`config.mk`:
```
export PLATFORM = sky130hd
export DESIGN_NAME = spi_msg_arbiter
export DESIGN_NICKNAME = d
export VERILOG_FILES = /design/src/rtl/spi_msg_arbiter.sv
export SDC_FILE = /design/constraint.sdc
export NUM_CORES = 1
export LEC_CHECK = 0
export ABC_AREA = 1
export BUFFER_PORTS_ARGS = -buffer_cell sky130_fd_sc_hd__buf_4
export CAP_MARGIN = 40
export CORE_ASPECT_RATIO = 1.75
export CORE_UTILIZATION = 48
export CTS_BUF_LIST = sky130_fd_sc_hd__clkbuf_16
export DETAILED_ROUTE_END_ITERATION = 10
export GPL_ROUTABILITY_DRIVEN = 0
export PLACE_DENSITY = 0.9
export SLEW_MARGIN = 5
export SYNTH_ARGS = -nofsm -noshare
export SYNTH_HDL_FRONTEND = slang
export SYNTH_SLANG_ARGS = --single-unit
```
`constraint.sdc`:
```
create_clock -name SYS_CLK -period 5.8 [get_ports SYS_CLK]
set_input_delay 0.87 -clock SYS_CLK [delete_from_list [all_inputs] [get_ports SYS_CLK]]
set_output_delay 0.87 -clock SYS_CLK [all_outputs]
set_load 0.01 [all_outputs]
```
`src/rtl/spi_msg_arbiter.sv`:
```
// Round-robin arbiter sharing one downstream consumer between N_CH SPI
// input channels. A granted channel is drained for exactly its message
// length, words are tagged with SOP/EOP/channel, and a fixed gap follows
// each message so the source can drop GOT_FULL_MSG before re-arbitration.
module spi_msg_arbiter #(
  parameter int N_CH       = 4,
  parameter int CH_W       = 2,
  parameter int GAP_CYCLES = 3
) (
  input  logic                 SYS_CLK,
  input  logic                 RST,
  input  logic [N_CH-1:0]      CH_FULL_MSG,
  input  logic [8*N_CH-1:0]    CH_LEN,
  input  logic [16*N_CH-1:0]   CH_Q,
  output logic [N_CH-1:0]      CH_RD_REQ,
  input  logic                 OUT_READY,
  output logic [15:0]          OUT_DATA,
  output logic                 OUT_VALID,
  output logic                 OUT_SOP,
  output logic                 OUT_EOP,
  output logic [CH_W-1:0]      OUT_CH,
  output logic                 BUSY,
  output logic                 LEN_ERR
);

  localparam int unsigned N_U   = N_CH;
  localparam int          GAP_W = $clog2(GAP_CYCLES + 1);

  typedef enum logic [1:0] {IDLE, READ, GAP} state_t;

  state_t            state;
  logic [CH_W-1:0]   grant;
  logic [CH_W-1:0]   last;
  logic [7:0]        remaining;
  logic              first;
  logic [GAP_W-1:0]  counter;

  logic              found;
  logic [CH_W-1:0]   pick;
  logic [CH_W-1:0]   idx;
  logic [7:0]        sel_len;
  logic              rd_issue;

  // Round-robin search starting just after the last granted channel.
  always_comb begin
    found = 1'b0;
    pick  = '0;
    idx   = '0;
    for (int unsigned k = 1; k <= N_U; k++) begin
      idx = CH_W'((32'(last) + k) % N_U);
      if (!found && CH_FULL_MSG[idx]) begin
        found = 1'b1;
        pick  = idx;
      end
    end
  end

  assign sel_len  = CH_LEN[{pick, 3'b000} +: 8];
  assign rd_issue = (state == READ) && OUT_READY && (remaining != '0);

  // Read strobe steered to the granted channel only.
  always_comb begin
    CH_RD_REQ = '0;
    for (int unsigned i = 0; i < N_U; i++) begin
      CH_RD_REQ[i] = rd_issue && (grant == CH_W'(i));
    end
  end

  // Data is muxed live from the granted FIFO; gating with OUT_VALID keeps
  // the bus at zero outside valid words, including straight after reset.
  assign OUT_DATA = OUT_VALID ? CH_Q[{grant, 4'b0000} +: 16] : '0;
  assign OUT_CH   = grant;

  // Arbitration FSM with registered output pipeline.
  always_ff @(posedge SYS_CLK or posedge RST) begin
    if (RST) begin
      state     <= IDLE;
      grant     <= '0;
      last      <= CH_W'(N_CH - 1);
      remaining <= '0;
      first     <= 1'b0;
      counter   <= '0;
      OUT_VALID <= 1'b0;
      OUT_SOP   <= 1'b0;
      OUT_EOP   <= 1'b0;
      BUSY      <= 1'b0;
      LEN_ERR   <= 1'b0;
    end else begin
      OUT_VALID <= rd_issue;
      OUT_SOP   <= rd_issue && first;
      OUT_EOP   <= rd_issue && (remaining == 8'd1);
      LEN_ERR   <= 1'b0;
      case (state)
        IDLE: begin
          if (found) begin
            grant     <= pick;
            last      <= pick;
            remaining <= sel_len;
            first     <= 1'b1;
            BUSY      <= 1'b1;
            if (sel_len == '0) begin
              LEN_ERR <= 1'b1;
              counter <= '0;
              state   <= GAP;
            end else begin
              state   <= READ;
            end
          end
        end
        READ: begin
          if (rd_issue) begin
            remaining <= remaining - 8'd1;
            first     <= 1'b0;
            if (remaining == 8'd1) begin
              counter <= '0;
              state   <= GAP;
            end
          end
        end
        GAP: begin
          if (counter == GAP_W'(GAP_CYCLES - 1)) begin
            BUSY  <= 1'b0;
            state <= IDLE;
          end else begin
            counter <= counter + GAP_W'(1);
          end
        end
        default: begin
          BUSY  <= 1'b0;
          state <= IDLE;
        end
      endcase
    end
  end

endmodule

```
# After elaboration in Yosys (flattened, before gate mapping)
# Index checks and enable logic that the tools add are counted.
# Widths: inputs -> output; s select.
# totals
register_bits	22
input_bits	103
elab_cells	102
# op_classes
add_sub_neg	6
order_cmp	4
n_eq_ne	13
shifts	2
n_mux	40
n_bitwise	1
n_reduce_logical	25
# op_table
operator	n
$shiftx 64x7->16	1
$shiftx 32x6->8	1
$mux 2	14
$mux 16	1
$mux 8	2
$pmux 8 s2	1
$mux 1	14
$lt 2x3->1 const B	4
$pmux 2 s3	2
$logic_and 1x1->1	11
$ne 2x2->1 const B	5
$bmux 1 s2	4
$eq 2x2->1 const B	4
$eq 8x1->1 const B	1
$logic_not 8->1	1
$reduce_bool 8->1	1
$sub 8x1->8 const B	1
$add 2x1->2 const B	3
$reduce_and 3->1	2
$reduce_and 6->1	1
$add 2x2->2 const B	2
$eq 2x1->1 const B	2
$logic_not 2->1	2
$reduce_and 4->1	1
8 further kinds	10

# Logic depth before layout (Yosys ltp)
# Gate-level depths: netlist (run 1).
# depth
ltp_word	18
ltp_mapped	22

# Worst setup path before layout (run 1)
# Ideal clock, no wire load.
# synth_timing
kind	input-to-reg
startpoint	input port CH_FULL_MSG[3]
endpoint	register counter[0]
arrival_time_ns	2.310
path_slack_ns	3.373
path_stages	19
cell_sequence	inv_1 -> nand2_1 -> nand3_1 -> nand2_1 -> nor2_4 -> nand3_2 -> nand2_2 -> nand2_4 -> buf_6 -> nand3_1 -> nand3_1 -> nand2_1 -> nand2_1 -> nor2_2 -> nand2_2 -> nand2_2 -> nand2_2 -> nand2_1 -> nand2_1
# synth_via
elab_chain_cells	16
elab_cells_between_ends	27
cone_classes	eq/ne: 2; shift: 1; mux: 16; reduce/logical: 8
# synth_lines
item	line	source
start, declared	12	input logic [N_CH-1:0] CH_FULL_MSG,
$bmux 1 s2	51	if (!found && CH_FULL_MSG[idx]) begin
$mux 1 (not written as such)	51	
$mux 1	51	
$logic_not 1->1	51	
$logic_and 1x1->1	51	
$mux 1	51	
$logic_not 1->1	51	
$logic_and 1x1->1	51	
$mux 1	51	
$logic_not 1->1	51	
$logic_and 1x1->1	51	
$mux 2	51	
$shiftx 32x6->8	58	assign sel_len = CH_LEN[{pick, 3'b000} +: 8];
$logic_not 8->1	101	if (sel_len == '0) begin
$ne 2x2->1 (no line)	-	
$reduce_and 6->1 (no line) (*)	-	
end signal, assigned	125	counter <= counter + GAP_W'(1);
end, declared	36	logic [GAP_W-1:0] counter;
# Mark *: on every way between the ends. The rest lies on a longest branch, timed or not. The select of a mux whose other input is x is not followed.
# A chain may end at the register's enable or synchronous reset.

# Worst setup path in the final report (run 1)
# layout_timing
startpoint	register grant[0] (netlist: OUT_CH[0])
endpoint	output port OUT_DATA[6]
# layout_via
elab_chain_cells	2
# layout_lines
item	line	source
start, declared	32	logic [CH_W-1:0] grant;
start signal, assigned	96	grant <= pick;
$shiftx 64x7->16	71	assign OUT_DATA = OUT_VALID ? CH_Q[{grant, 4'b0000} +: 16] : '0;
$mux 16	71	
end, declared	17	output logic [15:0] OUT_DATA,
# Every way passes these cells.

==> out/metrics.cfg, run 1 <==
[outcome]
status=finished clean

[setup_path]
r2r-start=state[0]
startpoint_type=register
cp-endpoint=OUT_DATA[6]
r2r_slack_ns=2.99
critPathArrivalTime_ns=2.69
cp-startpoint=OUT_CH[0]
critPathCaptureType=output port
crit_type=register to output port
rr_worst_depth=14
critical_path_required_ns=4.93
crit_fanout=21
r2r-end=last[0]

[synthesis]
yosysTopAreaCellShare_pct=22.78
ys_ff_latch=22
synth_top_area_cell=dfrtp_1
syn_area_per_cell_um2=6.462
ys_warn_count=0
synthTopCellsByArea=dfrtp_1 (23%), nand3_1 (16%), nand2_1 (12%)
seq_area_frac_synth_pct=25.17
syn_inst=340
synth_fp_nets=447
syn_area_um2=2197
synth.distinct_cells=31

[global_route]
antenna_found_initial=0
track_usage_pct=32.43
grt_pass1_vias=2778
grt_first_pass_wirelength_mm=11.91
gr-total-overflow=0
grt_start_max_net_pins=24

[timing]
relSlewSlack_pct=42.88
whs_ns=0.4904
finalHoldViolations=0
worst_pin_slew_ns=0.8558
drv_slew=0
fin_tns_setup_ns=0
fmax_mhz=280.8
min_period_ns=3.561
rsz0062_at_grt=false
setup_viol=0
fin_skew_ns=0.002440
min_period_over_period_pct=61.40

[detailed_routing]
post_drt_wl_per_cell_um=15.45
wl_mm=7.878
via_per_inst=5.806
dr.pass1.iters=4
post-route-drc-count=0
first_iter_violations=138
vias=2961
final_antenna_net_count=0

[power]
p_switching_uw=967.6
seq_power_share_pct=16.8
vdd_ir_drop_max_uv=634.0
power_frac_comb_pct=72.3
p_int_uw=833.3
power_leakage_uw=0.001693
switching_share_pct=53.73
pwr-share-clk_pct=10.9
power.density_nw_per_um2=550.8

[clock_tree]
cts.clk_slew.worst_paths_ns=0.06
cts_resized=0
cts_tree=yes
h-tree-depth=1
ctsLongestPathBuffers=2
cts_hold_buf=0
post_cts_buffers=0
clock-sinks=22
clk-insertion-delay-late_ns=0.26
cts_buffers=3
clockRootBuffer=clkbuf_16

[layout]
final_nets=567
drive_above_1_share_pct=36.17
insertedDiodeCount=0
syn_to_final_growth_pct=48.80

[placed_design]
dpl.hpwl_mm=6.155
io_buffers=129

[floorplanning]
die_h_um=91.50
fp.dieW_um=53.14
core_um2=4404
dieArea_um2=4862
fp-row-count=32
start_util_pct=49.89
pin_count=130

[min_path]
hold_path_class=register to register

[run]
maxCapViolCount=0

[worst min path at each step]
stage | start | end | slack (ns) | depth (start not counted)
2_1_floorplan | counter[1] | counter[1] | 0.45 | 2
3_3_place_gp | counter[1] | counter[1] | 0.46 | 2
3_5_place_dp | counter[1] | counter[1] | 0.47 | 2
4_1_cts | counter[1] | counter[1] | 0.49 | 2
5_1_grt | counter[1] | counter[1] | 0.53 | 2
6_report | counter[1] | counter[1] | 0.49 | 2
[area by class of cell]
cell class	count	area [um^2]
clock buffer	3	75.07
clock inverter	1	30.03
fill	359	1135
inverter	35	136.4
multi-input combinational	266	1413
sequential	22	553.0
tap	51	63.81
timing repair buffer	132	998.5
[critical path, stage by stage, from the launching register on]
cell	delay, ns
dfrtp_1	0.75
inv_1	0.47
nor2_1	0.42
buf_4	0.27
a22oi_1	0.09
a31oi_1	0.25
buf_4	0.18
[layout by cell type (no fill, tap or decap), drive strengths merged, types with 3 or more instances in the layout]
cell and n:
a31oi 18, a22oi 17, nand2 86, dfrtp 20, nor3 6, clkbuf 3, o21ai 21, nand3 73
inv 35, ha 4, buf 132, nor2 25, a21oi 9
[per-layer routing]
metal / routed length (um) / GRT usage (%) / part of all wire [%] / vias to the layer above
li1: - / - / - / 1408
met1: 2805 / 34.77 / 36 / 1343
met2: 3948 / 57.59 / 50 / 181
met3: 738 / 4.020 / 9.4 / 29
met4: 384 / 17.98 / 4.9 / 0
met5: 0 / 0 / 0 / -
[cell usage after synthesis (all sizes together)]
master / number
nor2: 25
nor3: 6
o311ai: 2
a22oi: 17
buf: 7
nand3: 73
o211ai: 1
a21oi: 9
clkbuf: 10
dfstp: 2
ha: 4
o21ai: 21
nand2: 86
o22ai: 1
a22o: 1
nand4: 2
inv: 35
dfrtp: 20
a31oi: 18
[per-stage QoR]
step | setup slack (ns) | power (uW) | utilization (%) | std cells | instance area [um^2]
final | 2.239 | 1801 | 74.23 | 510 | 3269
after floorplan | 3.373 | 1256 | - | 340 | 2197
after CTS | 2.311 | 1782 | 74.23 | 510 | 3269
after global placement | 2.395 | 1521 | 71.16 | 503 | 3134
after detailed placement | 2.599 | 1577 | 71.85 | 506 | 3164
after global routing | 2.125 | 1966 | 74.23 | 510 | 3269
[power groups by stage]
stage | Combinational, uW | Sequential [uW] | Clock, uW
2_1_floorplan | 998 | 258 | 0
3_3_place_gp | 1210 | 311 | 0
3_5_place_dp | 1280 | 302 | 0
4_1_cts | 1290 | 300 | 195
5_1_grt | 1460 | 310 | 200
6_report | 1300 | 303 | 196
[cell families (layout without fill, tap and decap cells)]
kind of cell | Yosys count | after routing | share of synthesized area, %
buffers and inverters | 52 | 171 | 10.54
adders and majority gates | 4 | 4 | 2.278
AOI/OAI and AO/OA | 70 | 70 | 20.16
DFF | 22 | 22 | 25.17
and+or+nand+nor | 192 | 192 | 41.86
[registers in the layout (all words and copies together) (netlist names)]
name,cells
last,2
OUT_SOP,1
first,1
OUT_EOP,1
OUT_CH,2
remaining,8
state,2
counter,2
BUSY,1
OUT_VALID,1
LEN_ERR,1
(Power assumes the default switching activity.)
==> run 2: changes to the inputs <==
- CORE_UTILIZATION: 48 -> 44
- PLACE_DENSITY: 0.9 -> 0.84
- clock period: 5.8 -> 3.5 ns (I/O delays scaled with it)
==> run 2 against run 1 <==
  * Final cell count is 0.59% higher
  * Sequential power is 59% higher
  * Power is 67% higher
  * Count of clock-buffer cells in the layout stayed put
  * Combinational power rose by 70%
  * Die area rose by 8.8%
  * Register-to-register slack got worse by 2.1 ns
  * First-iteration DRC count grew 47%
  * Clock skew grew 0.0012 ns
  * Global-route usage down 3.0 points
  * Clock power rose by 61%
  * Utilization is 5.2 points lower
  * Highest routed layer unchanged
==> out/metrics.cfg, run 2 (synthesis gave the netlist of run 1 again) <==
[setup_path]
crit_type=register to output port
crit_fanout=13  ; -38%
critPathArrivalTime_ns=2.10  ; -0.59 ns
critical_path_required_ns=2.97  ; -1.96 ns
crit_slowest_cell=dfrtp_1
cp_common_cell=buf_4
crit_family=buffers and inverters
worst-path-buf-inv=3  ; unchanged
slowest_delay_ns=0.46  ; -0.29 ns
critical_path.cell_chain=buf_4, nor2_1, buf_4, a22oi_1, a31oi_1, buf_4
startpoint_type=register
critPathCaptureType=output port

[timing]
worst_pin_slew_ns=0.8151  ; -0.04068 ns
fin_skew_ns=0.003594  ; +0.001154 ns
min_period_ns=2.621
relSlewSlack_pct=45.60  ; +2.7 points
drv_slew=0  ; unchanged
finalHoldViolations=0  ; unchanged
fmax_mhz=381.5
fin_tns_setup_ns=0  ; unchanged
setup_slack_ns=0.8789  ; -1.360 ns
rsz0062_at_grt=false
setup_viol=0  ; unchanged
min_period_over_period_pct=74.89

[floorplanning]
fp-row-count=33  ; +3.1%
pin_count=130  ; unchanged
fp.dieW_um=55.42  ; +4.3%
dieArea_um2=5291  ; +8.8%
start_util_pct=46.27  ; -3.6 points
die_h_um=95.48  ; +4.3%
core_um2=4748  ; +7.8%

[layout]
largest_reg_flops=8  ; unchanged
final_common_cell=buf_4
insertedDiodeCount=0  ; unchanged
multi_input_area_um2=1413  ; unchanged
nFillCells=431  ; +20%
regMostFlops=remaining
final_cell_mix=buf_4 (134), nand3_1 (70), nand2_1 (69)
fin_cells=513  ; +0.59%
regArea_um2=553.0  ; unchanged
syn_to_final_growth_pct=49.20
final_nets=569  ; +0.35%
drive_above_1_share_pct=36.44  ; +0.28 points

[detailed_routing]
met2_length_mm=4.172  ; +5.7%
wl_mm=7.771  ; -1.4%
post_drt_wl_per_cell_um=15.15  ; -1.9%
dr.pass1.iters=4  ; unchanged
wl_met1_mm=2.576  ; -8.2%
vias=2938  ; -0.78%
first_iter_violations=203  ; +47%
final_antenna_net_count=0  ; unchanged
maxUsedRoutingLayer=met4
post-route-drc-count=0  ; unchanged
via_per_inst=5.727  ; -1.4%
detailroute.wirelength.met3_um=814  ; +10%

[power]
switching_share_pct=53.95  ; +0.22 points
vdd_ir_drop_max_uv=726.3  ; +15%
power_leakage_uw=0.001700  ; +0.43%
p_int_uw=1387  ; +66%
seq_power_share_pct=16.0  ; -0.8 points
power_frac_comb_pct=73.5  ; +1.2 points
p_switching_uw=1625  ; +68%
pwr-share-clk_pct=10.5  ; -0.4 points
power.density_nw_per_um2=918.9  ; +67%

[global_route]
grt_first_pass_wirelength_mm=12.60  ; +5.8%
grt_start_max_net_pins=23  ; -4.2%
antenna_found_initial=0  ; unchanged
track_usage_pct=29.42  ; -3.0 points
gr-total-overflow=0  ; unchanged
grt_pass1_vias=2782  ; +0.14%

[min_path]
hold_path_class=input pin to async pin

[clock_tree]
clockRootBuffer=clkbuf_16
cts_resized=0  ; unchanged
cts.clk_slew.worst_paths_ns=0.06  ; about the same
h-tree-depth=1  ; unchanged
clk-insertion-delay-late_ns=0.25  ; about the same
clock-sinks=22  ; unchanged
cts_buffers=3  ; unchanged
ctsLongestPathBuffers=2  ; unchanged
cts_tree=yes
cts_hold_buf=0  ; unchanged
post_cts_buffers=0  ; unchanged

[placed_design]
placedCellCount=509  ; +0.59%
dpl.hpwl_mm=6.231  ; +1.2%
io_buffers=129  ; unchanged
pre_cts_slack_ns=0.9379  ; -1.661 ns

[outcome]
status=finished clean

[run]
maxCapViolCount=0  ; unchanged

[run 2: worst paths after layout]
path / startpoint / end / slack [ns] / cells after the start
max: OUT_CH[0] / OUT_DATA[6] / 0.88 / 6
min: RST / remaining[6] / 0.43 / 2
max reg2reg: last[0] / counter[0] / 0.90 / 19
min reg2reg: counter[1] / counter[1] / 0.48 / 2
max in group asynchronous: RST / OUT_VALID / 2.56 / 2
min in group SYS_CLK: counter[1] / counter[1] / 0.48 / 2
[run 2: area by class of cell]
type / count / share of cell area [%]
clock inverters: 1 / 0.9160
clock buffers: 3 / 2.290
flip-flops and latches: 22 / 16.87
inverters: 35 / 4.160
repair buffers: 134 / 30.69
multi-input cells: 266 / 43.09
well taps: 52 / 1.985
[run 2: metrics by stage]
step	power (uW)	instance area (um^2)	util [%]	hold slack, ns
6_report	3012	3278	69.04	0.4345
3_3_place_gp	2606	3158	66.51	0.4748
2_1_floorplan	2082	2197	-	0.4457
5_1_grt	3284	3278	69.04	0.5241
3_5_place_dp	2664	3173	66.82	0.4731
4_1_cts	2991	3278	69.04	0.4695
[run 2: power groups by stage]
stage	Combinational [uW]	Clock, uW	Sequential [uW]
2_1_floorplan	1650	0	427
3_3_place_gp	2130	0	480
3_5_place_dp	2180	0	484
4_1_cts	2200	316	479
5_1_grt	2460	324	498
6_report	2210	316	482
[run 2: layer usage]
metal / global-route usage [%] / up-vias
met5: 0 / -
met4: 10.42 / 0
met3: 8.548 / 20
met2: 56.73 / 155
met1: 29.57 / 1348
li1: - / 1415
[run 2: worst register-to-register path: stages (launching register included)]
cell,delay (ns)
dfstp_2,0.68
inv_6,0.08
nand2_1,0.09
nand3_1,0.10
nand2_1,0.14
nor2_4,0.07
nand2_2,0.08
nand2_2,0.06
nand2_4,0.18
nand2_4,0.17
nand2_1,0.12
nand3_1,0.09
nand2_1,0.08
nand2_1,0.05
nor2_1,0.14
nand2_2,0.09
nand2_2,0.09
nand2_2,0.07
nand2_1,0.08
nand2_1,0.04
==> run 3: changes to the inputs <==
- clock period: 3.5 -> 2.6 ns (I/O delays scaled with it)
==> run 3 against run 2 <==
  * The flow now finishes with violations (setup timing)
  * Count of clock-buffer cells in the layout unchanged
  * Flip-flop and latch count unchanged
  * Final cell count up 3.7%
  * Highest routed layer unchanged
==> out/metrics.cfg, run 3 (synthesis gave the netlist of run 1 again) <==
[timing]
setup_viol=4  ; +4
relSlewSlack_pct=65.42  ; +20 points
fin_skew_ns=0.004536  ; +0.0009422 ns
fmax_mhz=361.3
setup_slack_ns=-0.1677  ; -1.047 ns
min_period_over_period_pct=106.4
finalHoldViolations=0  ; unchanged
rsz0062_at_grt=true
worst_pin_slew_ns=0.5181  ; -0.2970 ns
fin_tns_setup_ns=-0.3886  ; -0.3886 ns
min_period_ns=2.768
drv_slew=0  ; unchanged

[detailed_routing]
first_iter_violations=233  ; +15%
final_antenna_net_count=0  ; unchanged
post_drt_wl_per_cell_um=16.35  ; +7.9%
maxUsedRoutingLayer=met4
vias=3116  ; +6.1%
detailroute.wirelength.met3_um=859  ; +5.5%
via_per_inst=5.857  ; +2.3%
met2_length_mm=4.637  ; +11%
post-route-drc-count=0  ; unchanged
dr.pass1.iters=7  ; +3
wl_met1_mm=2.815  ; +9.3%
wl_mm=8.696  ; +12%

[placed_design]
io_buffers=129  ; unchanged
placedCellCount=515  ; +1.2%
dpl.hpwl_mm=6.165  ; -1.1%
pre_cts_slack_ns=0.1122  ; -0.8257 ns

[power]
vdd_ir_drop_max_uv=1153  ; +59%
p_int_uw=2223  ; +60%
p_switching_uw=2638  ; +62%
power.density_nw_per_um2=1335  ; +45%
switching_share_pct=54.27  ; +0.32 points
seq_power_share_pct=13.0  ; -3.0 points
pwr-share-clk_pct=6.7  ; -3.8 points
power_leakage_uw=0.001853  ; +9.0%
power_frac_comb_pct=80.4  ; +6.9 points

[layout]
nFillCells=372  ; -14%
drive_above_1_share_pct=45.42  ; +9.0 points
syn_to_final_growth_pct=65.77
final_nets=588  ; +3.3%
regArea_um2=553.0  ; unchanged
fin_cells=532  ; +3.7%
regMostFlops=remaining
final_common_cell=buf_4
multi_input_area_um2=1634  ; +16%
largest_reg_flops=8  ; unchanged
final_cell_mix=buf_4 (148), nand3_1 (59), nand2_1 (53)
postLayoutCoreUtil_pct=76.71  ; +7.7 points
insertedDiodeCount=0  ; unchanged

[global_route]
grt_pass1_vias=2801  ; +0.68%
grt_first_pass_wirelength_mm=12.24  ; -2.8%
grt_start_max_net_pins=23  ; unchanged
antenna_found_initial=0  ; unchanged
gr-total-overflow=0  ; unchanged
track_usage_pct=28.85  ; -0.56 points

[clock_tree]
ctsLongestPathBuffers=2  ; unchanged
clock-sinks=22  ; unchanged
cts_tree=yes
clk-insertion-delay-late_ns=0.26  ; about the same
clockRootBuffer=clkbuf_16
cts.clk_slew.worst_paths_ns=0.06  ; about the same
cts_hold_buf=0  ; unchanged
h-tree-depth=1  ; unchanged
cts_buffers=3  ; unchanged

[setup_path]
critPathArrivalTime_ns=2.91  ; +0.81 ns
slowest_delay_ns=0.60  ; +0.14 ns
startpoint_type=register
crit_type=register to register
critical_path.cell_chain=clkinv_4, nand2_2, nand2_4, nand2_4, nand2_4, nor2_4, nand2_4, o21ai_4, inv_2, nand2_4, nand3_1, nand2_1, nand2_1, nor2_1, nand2_2, nand2_2, nand2_2, nand2_1, nand2_1
crit_fanout=7  ; -6
critPathCaptureType=register
cp_common_cell=nand2_4
critical_path_required_ns=2.74  ; -0.23 ns
crit_slowest_cell=dfstp_2

[run]
maxCapViolCount=0  ; unchanged

[floorplanning]
dieArea_um2=5291  ; unchanged
fp.dieW_um=55.42  ; unchanged
fp-row-count=33  ; unchanged
pin_count=130  ; unchanged
core_um2=4748  ; unchanged
start_util_pct=46.27  ; unchanged
die_h_um=95.48  ; unchanged

[outcome]
status=complete, but fails checks
violations=setup timing

[min_path]
hold_path_class=input pin to async pin

[run 3: worst max-delay path: cells and delay by family (launching register included)]
kind	cells	cell delay [ns]
AOI/OAI and AO/OA	1	0.19
buffers and inverters	2	0.20
DFF	1	0.60
and+or+nand+nor	16	1.67
[run 3: timing repair]
item / CTS / global route
resized for setup: 0 / 55
buffers inserted: 0 / 12
setup endpoints to repair: 0 / 4
hold endpoints to repair: 0 / 0
[run 3: path summary, 6_finish.rpt]
path | start | to | slack [ns] | cells after the start
setup reg to reg | last[0] | counter[1] | -0.17 | 19
hold reg to reg | counter[1] | counter[1] | 0.49 | 2
min in group SYS_CLK | OUT_READY | OUT_VALID | 0.41 | 3
hold / removal | RST | OUT_SOP | 0.02 | 2
setup / recovery | last[0] | counter[1] | -0.17 | 19
max in group asynchronous | RST | last[0] | 2.16 | 3
[run 3: layout make-up]
type	count	share of cell area (%)
tap	52	1.786
clock inverter	1	0.1031
timing repair buffer	152	32.19
inverter	35	3.813
multi-input combinational	267	44.86
clock buffer	3	2.061
sequential	22	15.18
[run 3: routing by layer]
metal  track usage (%)  up-vias
met5                 0        -
met4             13.96        0
met3             7.870       36
met2             55.12      209
met1             28.25     1413
li1                  -     1458
[run 3: metrics by stage]
step                      total power [uW]  hold slack [ns]  cell area (um^2)
after detailed placement              3620           0.2931              3238
after global routing                  5210          0.01862              3642
after CTS                             3957          0.02122              3317
final                                 4861          0.01890              3642
after floorplan                       2802           0.3777              2197
after global placement                3549           0.4672              3211
[run 3: power groups by stage]
stage	sequential (uW)	clock (uW)	combinational, uW
after global placement	631	0	2920
final	631	324	3910
after CTS	633	326	3000
after floorplan	575	0	2230
after detailed placement	637	0	2980
after global routing	649	342	4220
